**config.mk**
```make
export PLATFORM = sky130hd
export DESIGN_NAME = instr_decode
export DESIGN_NICKNAME = d
export VERILOG_FILES = /design/src/rtl/instr_decode.sv
export SDC_FILE = /design/constraint.sdc
export NUM_CORES = 1
export LEC_CHECK = 0
export ABC_AREA = 1
export CAP_MARGIN = 20
export CELL_PAD_IN_SITES_DETAIL_PLACEMENT = 1
export CELL_PAD_IN_SITES_GLOBAL_PLACEMENT = 2
export CORE_ASPECT_RATIO = 1.4
export CORE_UTILIZATION = 12
export CTS_BUF_LIST = sky130_fd_sc_hd__clkbuf_4
export DETAILED_ROUTE_END_ITERATION = 8
export PLACE_DENSITY = 0.91
export SLEW_MARGIN = 10
export SYNTH_ARGS = -nofsm -noshare
export SYNTH_HDL_FRONTEND = slang
export SYNTH_SLANG_ARGS = --single-unit
```
**constraint.sdc**
```tcl
create_clock -name clk -period 1.4 [get_ports clk]
set_input_delay 0.21 -clock clk [delete_from_list [all_inputs] [get_ports clk]]
set_output_delay 0.21 -clock clk [all_outputs]
set_load 0.02 [all_outputs]
```
**src/rtl/instr_decode.sv**
```systemverilog
// RV32I instruction decoder: immediate generation, ALU/regfile/branch controls,
// and a sticky flag that remembers any illegal instruction since reset.
module instr_decode (
    input  logic        clk,
    input  logic        reset,
    input  logic [31:0] instr,
    output logic [2:0]  imm_type,
    output logic [31:0] imm,
    output logic        alu_imm,
    output logic [2:0]  alu_op,
    output logic        alu_alt,
    output logic        reg_wen,
    output logic [1:0]  pc_imm,
    output logic        op_illegal,
    output logic        illegal_seen
);

    localparam logic [6:0] OPC_OP     = 7'b0110011;
    localparam logic [6:0] OPC_OPIMM  = 7'b0010011;
    localparam logic [6:0] OPC_LOAD   = 7'b0000011;
    localparam logic [6:0] OPC_JALR   = 7'b1100111;
    localparam logic [6:0] OPC_STORE  = 7'b0100011;
    localparam logic [6:0] OPC_BRANCH = 7'b1100011;
    localparam logic [6:0] OPC_LUI    = 7'b0110111;
    localparam logic [6:0] OPC_AUIPC  = 7'b0010111;
    localparam logic [6:0] OPC_JAL    = 7'b1101111;

    localparam logic [6:0] F7_BASE = 7'b0000000;
    localparam logic [6:0] F7_ALT  = 7'b0100000;

    localparam logic [2:0] IMM_NONE = 3'd0;
    localparam logic [2:0] IMM_I    = 3'd1;
    localparam logic [2:0] IMM_S    = 3'd2;
    localparam logic [2:0] IMM_B    = 3'd3;
    localparam logic [2:0] IMM_U    = 3'd4;
    localparam logic [2:0] IMM_J    = 3'd5;

    logic [6:0] opcode;
    logic [2:0] funct3;
    logic [6:0] funct7;

    logic       dec_alu_imm;
    logic [2:0] dec_alu_op;
    logic       dec_alu_alt;
    logic       dec_reg_wen;
    logic [1:0] dec_pc_imm;

    logic illegal_seen_d;
    logic illegal_seen_q;

    assign opcode = instr[6:0];
    assign funct3 = instr[14:12];
    assign funct7 = instr[31:25];

    always_comb begin
        imm_type = IMM_NONE;
        imm      = 32'd0;
        case (opcode)
            OPC_OPIMM, OPC_LOAD, OPC_JALR: begin
                imm_type = IMM_I;
                imm      = {{20{instr[31]}}, instr[31:20]};
            end
            OPC_STORE: begin
                imm_type = IMM_S;
                imm      = {{20{instr[31]}}, instr[31:25], instr[11:7]};
            end
            OPC_BRANCH: begin
                imm_type = IMM_B;
                imm      = {{20{instr[31]}}, instr[7], instr[30:25], instr[11:8], 1'b0};
            end
            OPC_LUI, OPC_AUIPC: begin
                imm_type = IMM_U;
                imm      = {instr[31:12], 12'd0};
            end
            OPC_JAL: begin
                imm_type = IMM_J;
                imm      = {{12{instr[31]}}, instr[19:12], instr[20], instr[30:21], 1'b0};
            end
            default: ;
        endcase
    end

    // Branches compare via the ALU; pc_imm[1] is the zero-flag value that takes the branch.
    always_comb begin
        dec_alu_imm = 1'b0;
        dec_alu_op  = 3'b000;
        dec_alu_alt = 1'b0;
        dec_reg_wen = 1'b0;
        dec_pc_imm  = 2'b00;
        op_illegal  = 1'b1;
        case (opcode)
            OPC_OP: begin
                dec_alu_op  = funct3;
                dec_reg_wen = 1'b1;
                if (funct7 == F7_BASE) begin
                    op_illegal = 1'b0;
                end else if (funct7 == F7_ALT && (funct3 == 3'b000 || funct3 == 3'b101)) begin
                    op_illegal  = 1'b0;
                    dec_alu_alt = 1'b1;
                end
            end
            OPC_OPIMM: begin
                dec_alu_imm = 1'b1;
                dec_alu_op  = funct3;
                dec_reg_wen = 1'b1;
                case (funct3)
                    3'b001:  op_illegal = (funct7 != F7_BASE);
                    3'b101: begin
                        op_illegal  = !(funct7 == F7_BASE || funct7 == F7_ALT);
                        dec_alu_alt = (funct7 == F7_ALT);
                    end
                    default: op_illegal = (funct7 == F7_ALT);
                endcase
            end
            OPC_BRANCH: begin
                op_illegal = 1'b0;
                case (funct3)
                    3'b000: begin dec_alu_op = 3'b000; dec_alu_alt = 1'b1; dec_pc_imm = 2'b11; end
                    3'b001: begin dec_alu_op = 3'b000; dec_alu_alt = 1'b1; dec_pc_imm = 2'b01; end
                    3'b100: begin dec_alu_op = 3'b010; dec_pc_imm = 2'b01; end
                    3'b101: begin dec_alu_op = 3'b010; dec_pc_imm = 2'b11; end
                    3'b110: begin dec_alu_op = 3'b011; dec_pc_imm = 2'b01; end
                    3'b111: begin dec_alu_op = 3'b011; dec_pc_imm = 2'b11; end
                    default: op_illegal = 1'b1;
                endcase
            end
            default: ;
        endcase
    end

    // Side-effecting controls are quenched for illegal instructions and during reset.
    always_comb begin
        alu_imm = dec_alu_imm;
        alu_op  = dec_alu_op;
        alu_alt = dec_alu_alt;
        reg_wen = dec_reg_wen;
        pc_imm  = dec_pc_imm;
        if (op_illegal || reset) begin
            alu_imm = 1'b0;
            alu_op  = 3'b000;
            alu_alt = 1'b0;
            reg_wen = 1'b0;
            pc_imm  = 2'b00;
        end
    end

    always_comb begin
        illegal_seen_d = reset ? 1'b0 : (illegal_seen_q | op_illegal);
    end

    always_ff @(posedge clk) begin
        illegal_seen_q <= illegal_seen_d;
    end

    assign illegal_seen = illegal_seen_q;

endmodule

```
==> flow_metrics.tcl, run 1 <==
set metrics [dict create \
    maxCapViolCount 0 \
    wl_met1_um 1760 \
    synth_area_leaders "nand2_1 (23%), nor2_1 (14%), nand3_1 (12%)" \
    place_area_um2 1911 \
    num_rows 34 \
    hold_viol 0 \
    num_antenna_cells 0 \
    synth_most_common_cell "nand2_1" \
    setup_viol 45 \
    violations "negative setup slack" \
    antenna_left 0 \
    p_leak_nw 1.218 \
    gp_congestion 0.7507 \
    worst_slack_ns -0.2019 \
    drt-initial-drc-count 34 \
    seq_area_um2 20.02 \
    numPlacedInstances 339 \
    crit_fanout 4 \
    vias_per_cell 4.288 \
    synthArstFlopShare_pct 0 \
    finalCriticalPeriod_ns 1.602 \
    num_vias 1518 \
    p_int_mw 0.2299 \
    die_height_um 97.52 \
    syn-instance-count 162 \
    syn_nets 196 \
    synth-seq-area-share_pct 2.560 \
    grt-ovfl-total 0 \
    p_switching_mw 0.2012 \
    grt_max_degree 12 \
    highest_layer "met4" \
    critPathArrivalTime_ns 1.39 \
    synth_ff_type "dfxtp_1" \
    syn_area_um2 782.0 \
    dieArea_um2 6848 \
    skew_ns 0 \
    first_pass_iters 4 \
    pwr-share-clk_pct 0 \
    ys_top_cells_by_count "nand2_1 (48), nor2_1 (29), inv_1 (24), nand3_1 (18)" \
    postRouteWirelength_um 4901 \
    total_power_mw 0.4311 \
    swShare_pct 46.67 \
    insertion_delay_ns 0 \
    ios 79 \
    critPathKind "in2out" \
    n_fill_cell 750 \
    synth_warnings 0 \
    combPwrFrac_pct 92.7 \
    route.met3.wl_um 204 \
    pwr-share-seq_pct 7.3 \
    outcome "finished with violations" \
    tightest_slew_ns 0.2972 \
    grt_use_total_pct 13.62 \
    numPortBuffers 78 \
    drive_gt1_share_pct 67.38 \
    synthToLayoutAreaGrowth_pct 206.2 \
    final_cells 354 \
    die_w_um 70.23 \
    avgRoutedWirePerCell_um 13.84 \
    relSlewSlack_pct 80.19 \
    p_per_area_nw_per_um2 180.0 \
    ys_types 21 \
    place_hpwl_um 3589 \
    synth_edf_count 0 \
    hold_class "reg2reg" \
    fmax_mhz 624.2 \
    final_nets 318 \
    start_kind "input pin" \
    antenna_found_initial 0 \
    fp.coreArea_um2 6254 \
    critPathRequiredTime_ns 1.19 \
    start_util_pct 12.51 \
    largest_register_ffs 1 \
    synth.top_cell.area_share_pct 23.04 \
    grt_pass1_vias 1638 \
    vdd.ir_drop.worst_mv 0.08976 \
    drc 0 \
    grt_pass1_wl_um 7783 \
    cts_hold_buf 0 \
    post-route-period-util_pct 114.4 \
    clkSlewWorstSetupHoldPaths_ns 0 \
    avgSynthCellArea_um2 4.827 \
    design_area_um2 2395 \
    dr_wl_met2_um 2884 \
    finalMaxSlewViolations 0 \
    synth_top_area_cell "nand2_1" \
    multi_input_area_um2 1016 \
    rsz0062_at_grt "true" \
    ys_ff_latch 1 \
    worstSetupEndpointType "output port" \
    final_util_pct 38.30 \
]
[worst max-delay path: stages]
cell and delay [ns]:
buf_8 0.08, inv_4 0.03, nor2_4 0.11, nand2_2 0.09
nor2_4 0.18, buf_6 0.12, buf_4 0.10, nand3_1 0.07
nand2_1 0.09, nor2_1 0.06, nor2_2 0.11, buf_4 0.15
[power groups by stage]
stage | Sequential, mW | Combinational (mW) | Clock, mW
floorplan | 0.0336 | 0.101 | 0
global placement | 0.0315 | 0.307 | 0
detailed placement | 0.0315 | 0.311 | 0
CTS | 0.0316 | 0.366 | 0
global route | 0.0317 | 0.430 | 0
finish | 0.0315 | 0.400 | 0
[per-layer routing]
metal	global-route usage, %	vias to the layer above
met4	0.7692	0
li1	-	763
met5	0	-
met2	28.42	51
met3	1.141	4
met1	14.80	700
[timing repair]
action	in CTS	in global routing
pin swaps	42	13
gates cloned	1	1
gates resized for setup	370	54
buffers inserted	10	3
setup endpoints to repair	45	45
endpoints found under the hold margin	0	0
[cells by family after synthesis]
logic type	synth area share (%)
buf+inv	16.16
simple gates	66.72
flops	2.560
compound gates	14.56
[layout make-up]
type	count	area share [%]
Inverter	28	5.016
Multi-Input combinational cell	131	42.42
Timing Repair Buffer	122	47.96
Sequential cell	1	0.8359
Tap cell	72	3.762
[metrics by stage]
step | setup slack, ns | hold WS (ns) | setup TNS [ns]
2_1_floorplan | -0.07204 | 0.3958 | -0.4787
3_3_place_gp | -1.091 | 0.5332 | -46.25
3_5_place_dp | -1.140 | 0.5451 | -47.22
4_1_cts | -0.1633 | 0.5398 | -5.134
5_1_grt | -0.2705 | 0.6060 | -9.700
6_report | -0.2019 | 0.5271 | -6.249
[path summary, 6_finish.rpt]
kind / start / endpoint / slack [ns] / cells past startpoint
worst min-delay path: illegal_seen / illegal_seen / 0.53 / 4
worst min register to register: illegal_seen / illegal_seen / 0.53 / 4
worst max register to register: illegal_seen / illegal_seen / 0.79 / 4
worst max-delay path: instr[5] / alu_alt / -0.20 / 12
[layout by cell type (no fill, tap or decap), types with 3 or more instances in the layout]
cell type         n
buf_12            5
buf_2            13
buf_4            48
buf_6            33
buf_8             4
clkdlybuf4s50_1  17
inv_1            17
inv_2             6
inv_4             4
nand2_1          25
nand2_2          17
nand2_4           9
nand2_8           3
nand3_1          10
nand3_2           6
nand4_1           5
nor2_1            6
nor2_2           16
nor2_4           10
Note: power is estimated with default switching activity, not from simulation.
==> run 2, diff against run 1 <==
--- a/config.mk
+++ b/config.mk
@@ -14,6 +14,7 @@
 export CTS_BUF_LIST = sky130_fd_sc_hd__clkbuf_4
 export DETAILED_ROUTE_END_ITERATION = 8
 export PLACE_DENSITY = 0.91
+export SKIP_CTS_REPAIR_TIMING = 1
 export SLEW_MARGIN = 10
 export SYNTH_ARGS = -nofsm -noshare
 export SYNTH_HDL_FRONTEND = slang
==> flow_metrics.tcl, run 2 (synthesis results as in run 1) <==
set metrics [dict create \
    outcome "finished with violations" \
    worstSetupEndpointType "output port" \
    clkSlewWorstSetupHoldPaths_ns 0 \
    numPortBuffers 78 \
    total_power_mw 0.4453 \
    die_height_um 97.52 \
    grt-ovfl-total 0 \
    relSlewSlack_pct 80.04 \
    skew_ns 0 \
    insertion_delay_ns 0 \
    dp_slack_ns -1.140 \
    place_hpwl_um 3589 \
    worst_slack_ns -0.2991 \
    dieArea_um2 6848 \
    antenna_left 0 \
    setup_viol 43 \
    vdd.ir_drop.worst_mv 0.08846 \
    die_w_um 70.23 \
    fp.coreArea_um2 6254 \
    finalCriticalPeriod_ns 1.699 \
    start_util_pct 12.51 \
    avgRoutedWirePerCell_um 14.54 \
    crit_fanout 8 \
    postRouteWirelength_um 5088 \
    start_kind "input pin" \
    rsz0062_at_grt "true" \
    vias_per_cell 4.400 \
    p_per_area_nw_per_um2 172.1 \
    violations "negative setup slack" \
    first_pass_iters 2 \
    layout_common_cells "buf_6 (52), buf_4 (32), nand2_1 (24)" \
    drive_gt1_share_pct 71.22 \
    num_vias 1540 \
    grt_pass1_vias 1459 \
    synthToLayoutAreaGrowth_pct 230.9 \
    drc 0 \
    hold_class "reg2reg" \
    critPathArrivalTime_ns 1.49 \
    setup-tns-final_ns -9.232 \
    largest_register_ffs 1 \
    hold_viol 0 \
    antenna_found_initial 0 \
    final_nets 314 \
    num_rows 34 \
    critPathRequiredTime_ns 1.19 \
    fmax_mhz 588.5 \
    ios 79 \
    tightest_slew_ns 0.2988 \
    critPathKind "in2out" \
    maxCapViolCount 0 \
    grt_use_total_pct 11.60 \
    grt_max_degree 15 \
    drt-initial-drc-count 25 \
    num_antenna_cells 0 \
    p_leak_nw 1.302 \
    finalMaxSlewViolations 0 \
    mostFrequentLayoutCell "buf_6" \
    grt_pass1_wl_um 6762 \
    gp_congestion 0.7507 \
    post-route-period-util_pct 121.4 \
]
-- run 2: routing by layer --
metal	wire [µm]	GRT usage, %
met5	0	0
met4	39	0
met3	198	1.245
met2	3026	23.37
met1	1823	13.43
-- run 2: power by group --
part	internal [mW]	switching, mW
registers	0.0308	0.000730
logic	0.204	0.210
clock network	0	0
-- run 2: worst paths after layout --
check / from / to / slack (ns) / cells past startpoint
worst max-delay path: instr[12] / alu_alt / -0.30 / 9
worst max register to register: illegal_seen / illegal_seen / 0.79 / 4
worst min-delay path: illegal_seen / illegal_seen / 0.53 / 4
worst min register to register: illegal_seen / illegal_seen / 0.53 / 4
-- run 2: per-stage QoR --
| stage | hold slack (ns) | utilization (%) | std cells | area, µm² |
|---|---|---|---|---|
| finish | 0.5270 | 41.38 | 350 | 2587 |
| detailed placement | 0.5451 | 30.55 | 339 | 1911 |
| floorplan | 0.3958 | - | 162 | 810.8 |
| global route | 0.6058 | 41.38 | 350 | 2587 |
| CTS | 0.5438 | 30.55 | 339 | 1911 |
| global placement | 0.5332 | 30.55 | 339 | 1911 |
-- run 2: final cells by class --
type                       count  area [µm²]
sequential                     1       20.02
inverter                      28       122.6
tap                           72       90.09
multi-input combinational    131        1169
timing repair buffer         118        1186
fill                         728        3666
-- run 2: critical path: stages --
cell	delay [ns]
dlymetal6s2s_1	0.17
buf_6	0.14
inv_4	0.03
nor2_2	0.16
a21oi_2	0.09
nand2_2	0.10
nand4_4	0.27
nor2_2	0.19
buf_6	0.13
